--- config.mk ---
export PLATFORM = sky130hd
export DESIGN_NAME = bt_cmd_uart_tx_flat
export DESIGN_NICKNAME = d
export VERILOG_FILES = /design/src/rtl/bt_cmd_uart_tx_if.sv /design/src/rtl/bt_cmd_uart_tx.sv /design/src/flat_wrapper.sv
export SDC_FILE = /design/constraint.sdc
export NUM_CORES = 1
export LEC_CHECK = 0
export ABC_CLOCK_PERIOD_IN_PS = 5200
export CAP_MARGIN = 20
export CORE_MARGIN = 10
export CORE_UTILIZATION = 45
export CTS_CLUSTER_DIAMETER = 40
export DETAILED_ROUTE_END_ITERATION = 8
export SLEW_MARGIN = 40
export SYNTH_ARGS = -nofsm -noshare
export SYNTH_HDL_FRONTEND = slang
export SYNTH_SLANG_ARGS = --single-unit
--- constraint.sdc ---
create_clock -name clk -period 5.2 [get_ports clk]
set_input_delay 1.04 -clock clk [delete_from_list [all_inputs] [get_ports clk]]
set_output_delay 1.04 -clock clk [all_outputs]
set_load 0.01 [all_outputs]
--- src/rtl/bt_cmd_uart_tx_if.sv ---
// rtl/bt_cmd_uart_tx_if.sv - key pulse input and UART/status outputs of bt_cmd_uart_tx
//
// Signals:
//   keyPulse  [NUM_KEYS]            one-cycle button pulses into the command queue
//   txd                             8N1 UART serial out, idle high
//   busy                            queue non-empty or frame in progress
//   overflow                        sticky drop flag
//   fifoCount [log2(FIFO_DEPTH)+1]  queue occupancy
// Modports: master drives keyPulse (button side), slave is the transmitter.
interface bt_cmd_uart_tx_if #(
  parameter int NUM_KEYS   = 4,
  parameter int FIFO_DEPTH = 4
);
  logic [NUM_KEYS-1:0]         keyPulse;
  logic                        txd;
  logic                        busy;
  logic                        overflow;
  logic [$clog2(FIFO_DEPTH):0] fifoCount;

  modport master (output keyPulse, input txd, busy, overflow, fifoCount);
  modport slave  (input keyPulse, output txd, busy, overflow, fifoCount);
endinterface

--- src/rtl/bt_cmd_uart_tx.sv ---
// rtl/bt_cmd_uart_tx.sv - button pulse to command byte queue and 8N1 UART transmitter
//
// Ports:
//   clk    system clock, rising edge
//   rst_n  asynchronous active-low reset
//   bus    bt_cmd_uart_tx_if.slave: keyPulse in; txd, busy, overflow, fifoCount out
module bt_cmd_uart_tx #(
  parameter int         CLK_FREQ   = 100000000,
  parameter int         BAUD       = 9600,
  parameter int         NUM_KEYS   = 4,
  parameter logic [7:0] CMD_BASE   = 8'h30,
  parameter int         FIFO_DEPTH = 4
) (
  input  logic            clk,
  input  logic            rst_n,
  bt_cmd_uart_tx_if.slave bus
);
  localparam int CLKS_PER_BIT = CLK_FREQ / BAUD;
  localparam int CW           = $clog2(CLKS_PER_BIT);
  localparam int AW           = $clog2(FIFO_DEPTH);
  localparam int CNTW         = AW + 1;

  localparam logic [CW-1:0]       BAUD_LAST = CW'(CLKS_PER_BIT - 1);
  localparam logic [CNTW-1:0]     FULL_CNT  = CNTW'(FIFO_DEPTH);
  localparam logic [NUM_KEYS-1:0] ONE_KEY   = NUM_KEYS'(1);

  localparam logic [1:0] S_IDLE  = 2'd0;
  localparam logic [1:0] S_START = 2'd1;
  localparam logic [1:0] S_DATA  = 2'd2;
  localparam logic [1:0] S_STOP  = 2'd3;

  logic [1:0]      state_q, state_d;
  logic [CW-1:0]   baud_q, baud_d;
  logic [2:0]      bit_q, bit_d;
  logic [7:0]      shift_q, shift_d;
  logic            txd_q, txd_d;
  logic [AW-1:0]   wr_ptr_q, rd_ptr_q;
  logic [CNTW-1:0] count_q;
  logic            ovf_q;
  logic [7:0]      mem_q [FIFO_DEPTH];

  logic       any_key, multi_key, full, push, pop, drop;
  logic [7:0] push_byte;

  // Lowest set key wins; every other key in the same cycle is a drop.
  always_comb begin
    push_byte = CMD_BASE;
    for (int i = NUM_KEYS - 1; i >= 0; i--) begin
      if (bus.keyPulse[i]) push_byte = CMD_BASE + 8'(i);
    end
  end

  assign any_key   = |bus.keyPulse;
  assign multi_key = |(bus.keyPulse & (bus.keyPulse - ONE_KEY));
  // Full is judged on the pre-edge count, so a same-cycle pop does not make room.
  assign full      = (count_q == FULL_CNT);
  assign push      = any_key & ~full;
  assign drop      = multi_key | (any_key & full);

  always_comb begin
    state_d = state_q;
    baud_d  = baud_q;
    bit_d   = bit_q;
    shift_d = shift_q;
    txd_d   = txd_q;
    pop     = 1'b0;
    case (state_q)
      S_IDLE: begin
        txd_d = 1'b1;
        if (count_q != '0) begin
          pop     = 1'b1;
          shift_d = mem_q[rd_ptr_q];
          baud_d  = '0;
          txd_d   = 1'b0;
          state_d = S_START;
        end
      end
      S_START: begin
        if (baud_q == BAUD_LAST) begin
          baud_d  = '0;
          bit_d   = '0;
          txd_d   = shift_q[0];
          shift_d = {1'b0, shift_q[7:1]};
          state_d = S_DATA;
        end else begin
          baud_d = baud_q + CW'(1);
        end
      end
      S_DATA: begin
        if (baud_q == BAUD_LAST) begin
          baud_d = '0;
          if (bit_q == 3'd7) begin
            txd_d   = 1'b1;
            state_d = S_STOP;
          end else begin
            bit_d   = bit_q + 3'd1;
            txd_d   = shift_q[0];
            shift_d = {1'b0, shift_q[7:1]};
          end
        end else begin
          baud_d = baud_q + CW'(1);
        end
      end
      S_STOP: begin
        if (baud_q == BAUD_LAST) begin
          baud_d = '0;
          // Pending byte goes straight into a start bit: no idle gap between frames.
          if (count_q != '0) begin
            pop     = 1'b1;
            shift_d = mem_q[rd_ptr_q];
            txd_d   = 1'b0;
            state_d = S_START;
          end else begin
            state_d = S_IDLE;
          end
        end else begin
          baud_d = baud_q + CW'(1);
        end
      end
      default: state_d = S_IDLE;
    endcase
  end

  always_ff @(posedge clk or negedge rst_n) begin
    if (!rst_n) begin
      state_q  <= S_IDLE;
      baud_q   <= '0;
      bit_q    <= '0;
      shift_q  <= '0;
      txd_q    <= 1'b1;
      wr_ptr_q <= '0;
      rd_ptr_q <= '0;
      count_q  <= '0;
      ovf_q    <= 1'b0;
    end else begin
      state_q <= state_d;
      baud_q  <= baud_d;
      bit_q   <= bit_d;
      shift_q <= shift_d;
      txd_q   <= txd_d;
      if (push) wr_ptr_q <= wr_ptr_q + AW'(1);
      if (pop)  rd_ptr_q <= rd_ptr_q + AW'(1);
      count_q <= count_q + CNTW'(push) - CNTW'(pop);
      if (drop) ovf_q <= 1'b1;
    end
  end

  // Queue storage needs no reset: occupancy is tracked by count_q.
  always_ff @(posedge clk) begin
    if (push) mem_q[wr_ptr_q] <= push_byte;
  end

  assign bus.txd       = txd_q;
  assign bus.busy      = (state_q != S_IDLE) || (count_q != '0);
  assign bus.overflow  = ovf_q;
  assign bus.fifoCount = count_q;
endmodule

--- src/flat_wrapper.sv ---
// flat-port wrapper written by rule: the top's interface ports become plain ports
module bt_cmd_uart_tx_flat 
#(
  parameter int         CLK_FREQ   = 100000000,
  parameter int         BAUD       = 9600,
  parameter int         NUM_KEYS   = 4,
  parameter logic [7:0] CMD_BASE   = 8'h30,
  parameter int         FIFO_DEPTH = 4
)
  (clk, rst_n, bus_keyPulse, bus_txd, bus_busy, bus_overflow, bus_fifoCount);
  bt_cmd_uart_tx_if #(.NUM_KEYS(NUM_KEYS), .FIFO_DEPTH(FIFO_DEPTH)) bus_i ();
  input  logic clk;
  input  logic rst_n;
  input wire logic [$bits(bus_i.keyPulse)-1:0] bus_keyPulse;
  output wire logic [$bits(bus_i.txd)-1:0] bus_txd;
  output wire logic [$bits(bus_i.busy)-1:0] bus_busy;
  output wire logic [$bits(bus_i.overflow)-1:0] bus_overflow;
  output wire logic [$bits(bus_i.fifoCount)-1:0] bus_fifoCount;
  assign bus_i.keyPulse = bus_keyPulse;
  assign bus_txd = bus_i.txd;
  assign bus_busy = bus_i.busy;
  assign bus_overflow = bus_i.overflow;
  assign bus_fifoCount = bus_i.fifoCount;
  bt_cmd_uart_tx #(.CLK_FREQ(CLK_FREQ), .BAUD(BAUD), .NUM_KEYS(NUM_KEYS), .CMD_BASE(CMD_BASE), .FIFO_DEPTH(FIFO_DEPTH)) u_core (.clk(clk), .rst_n(rst_n), .bus(bus_i));
endmodule
==> out/results.ini <==
[global_routing]
grt_pass1_wl_um = 7670
grt_pass1_vias = 1628
overflow = 0
grt_max_degree = 35
antenna_found_initial = 0
grtUsageTotal_pct = 11.0

[clock_network]
ctsResizeCount = 0
cts_hold_buf = 0
cts_sinks = 42
cts_tree = done
cts.path.max_buffers = 2
post_cts_buffers = 0
cts_buffers = 5
clkTransAtPathRegs_ns = 0.09
htree_levels = 2
clockRootBuffer = clkbuf_8
clock_latency_ns = 0.30

[yosys]
synthAdderAreaFrac_pct = 8.83
synthMuxAreaShare_pct = 8.13
yosysWarnings = 0
synthTopCellsByCount = dfrtp_1, inv_1, nor2_1
synth_seq_cells = 42
post_synth.cell_area_avg_um2 = 10.5
synth-compound-area-share_pct = 11.0
synth_area_um2 = 2320
synth-xor-area-share_pct = 3.39
ys_async_sr_fraction_pct = 81.0
synth.area.top_cells = dfrtp_1, edfxtp_1, ha_1
syn-num-nets = 243
synthCells = 222
yosysTopAreaCellShare_pct = 35.5
yosysTopAreaCell = dfrtp_1
yosys.area_share.simple_pct = 16.3
synth.most_common_cell = dfrtp_1
synth_edf_count = 8
synth_top_family_by_area = simple AND/OR/NAND/NOR gates
seq_area_frac_synth_pct = 47.0
synthFlopType = dfrtp_1
yosysUniqueCellTypes = 48

[floorplanning]
die_area_um2 = 8440
rows = 26
start_util_pct = 46.1
coreArea_um2 = 5040
die_w_um = 91.9
die_y_um = 91.9
io_pins = 12

[critical_path]
start_kind = flop
critPathRequiredTime_ns = 4.16
crit_fanout = 13
slowest_delay_ns = 0.51
crit_type = reg2out
crit_path_end_kind = output pin
path_buf_inv = 4
path_cells = inv_1, ha_1, nor4b_2, buf_4, inv_1, clkdlybuf4s50_1
cp.arrival_ns = 2.28
critPathMostFrequentCell = inv_1
crit_family = buffers and inverters
r2r_slack_ns = 2.24
crit_path_top_delay_cell = clkdlybuf4s50_1

[placed_design]
place.port_buffers = 11
place_ws_ns = 2.22
dp_hpwl_um = 3120
place_congestion = 0.792

[drt]
via_per_inst = 5.27
wl_per_cell_um = 14.1
drt_pass1_iterations = 4
wl_um = 4330
antenna_left = 0
drc = 0
drt_iter0_markers = 63
vias = 1618

[timing]
setup_slack_ns = 1.88
setup_viol = 0
tns_ns = 0
worstMarginPinSlew_ns = 0.768
slew_violations = 0
timing_hold_violations_final = 0
finalCritPeriodShare_pct = 63.9
max_slew_margin_pct = 48.4
fin_worst_skew_ns = 0.00835
rsz0062_at_grt = false
fin_crit_ns = 3.32
max_freq_mhz = 301

[run_status]
status = complete, no violations

[finish]
antenna_cells = 0
drive_above_1_share_pct = 10.5
fin_nets = 257
syn_to_final_growth_pct = 13.4

[power]
leakagePower_nw = 1.12
ir_worst_vdd_mv = 0.340
power_switching_w = 0.000566
p_sw_share_pct = 37.6
p_int_w = 0.000940
clkPwrFrac_pct = 17.4
powerDensity_nw_per_um2 = 571
combPwrFrac_pct = 47.0
sequentialPowerShare_pct = 35.5

[run]
cap_viol_max_count = 0

[worst_hold_path]
worstHoldPathType = reg2reg

## path summary, 6_finish.rpt
kind | from | to | cells after the start
worst max-delay path | u_core.state_q[0]$_DFFE_PN0P_ | bus_busy | 6
worst min-delay path | u_core.bus.overflow$_DFFE_PN0P_ | u_core.bus.overflow$_DFFE_PN0P_ | 1
worst max register to register | u_core.baud_q[4]$_DFFE_PN0N_ | u_core.shift_q[4]$_DFFE_PN0P_ | 6
worst min register to register | u_core.bus.overflow$_DFFE_PN0P_ | u_core.bus.overflow$_DFFE_PN0P_ | 1
max in group asynchronous | rst_n | u_core.bus.txd$_DFFE_PN1P_ | 1
min in group asynchronous | rst_n | u_core.baud_q[2]$_DFFE_PN0N_ | 1
## state kept, by name (all words and copies together), names as in the netlist
register and count:
u_core.baud_q 14, u_core.rd_ptr_q 2, u_core.shift_q 6, u_core.bit_q 3, u_core.bus.fifoCount 3, u_core.state_q 2, u_core.bus.overflow 1, u_core.wr_ptr_q 2
u_core.mem_q 8, u_core.bus.txd 1
## kinds of logic (layout without fill, tap and decap cells)
logic type               Yosys count  count (layout)
AND/OR/NAND/NOR                   73              73
multiplexers                      14              14
adder cells (fa/ha/maj)           16              16
AO/OA/AOI/OAI                     36              36
XOR/XNOR                           9               9
buffers and inverters             32              47
flip-flops                        42              42
## layout make-up
type / count / area [um^2]
clock inverters: 3 / 45.0
clock buffers: 5 / 68.8
well taps: 70 / 87.6
multi-input cells: 148 / 1110
inverters: 24 / 90.1
repair buffers: 15 / 139
flip-flops and latches: 42 / 1090
fillers: 464 / 2410
## power groups by stage
stage | sequential [W] | combinational [W] | clock, W
detailed placement | 0.000541 | 0.000720 | 0
global route | 0.000551 | 0.000812 | 0.000284
global placement | 0.000539 | 0.000690 | 0
CTS | 0.000537 | 0.000720 | 0.000268
finish | 0.000535 | 0.000708 | 0.000262
floorplan | 0.000524 | 0.000554 | 0
## placed cells by master (no fill, tap or decap), types with 7 or more instances in the layout
cell type / instances
a21oi_1: 8
clkdlybuf4s50_1: 10
dfrtp_1: 33
edfxtp_1: 8
ha_1: 14
inv_1: 24
nand2_1: 13
nand4_1: 7
nor2_1: 15
nor3_1: 10
xnor2_1: 8
## routing by layer
| layer | up-vias | track usage, % | wire (um) |
|---|---|---|---|
| li1 | 820 | - | - |
| met1 | 773 | 14.4 | 2270 |
| met2 | 19 | 16.2 | 1810 |
| met3 | 6 | 3.83 | 180 |
| met4 | 0 | 4.63 | 70 |
| met5 | - | 0 | 0 |
## per-stage QoR
step	power [W]	hold WS [ns]	cell area, um^2	instances	utilization [%]
finish	0.00151	0.488	2640	307	52.3
global route	0.00165	0.539	2640	307	52.3
CTS	0.00153	0.493	2630	307	52.2
detailed placement	0.00126	0.465	2520	299	50.0
global placement	0.00123	0.469	2500	297	49.7
floorplan	0.00108	0.473	2320	222	-
(Power assumes the default switching activity.)
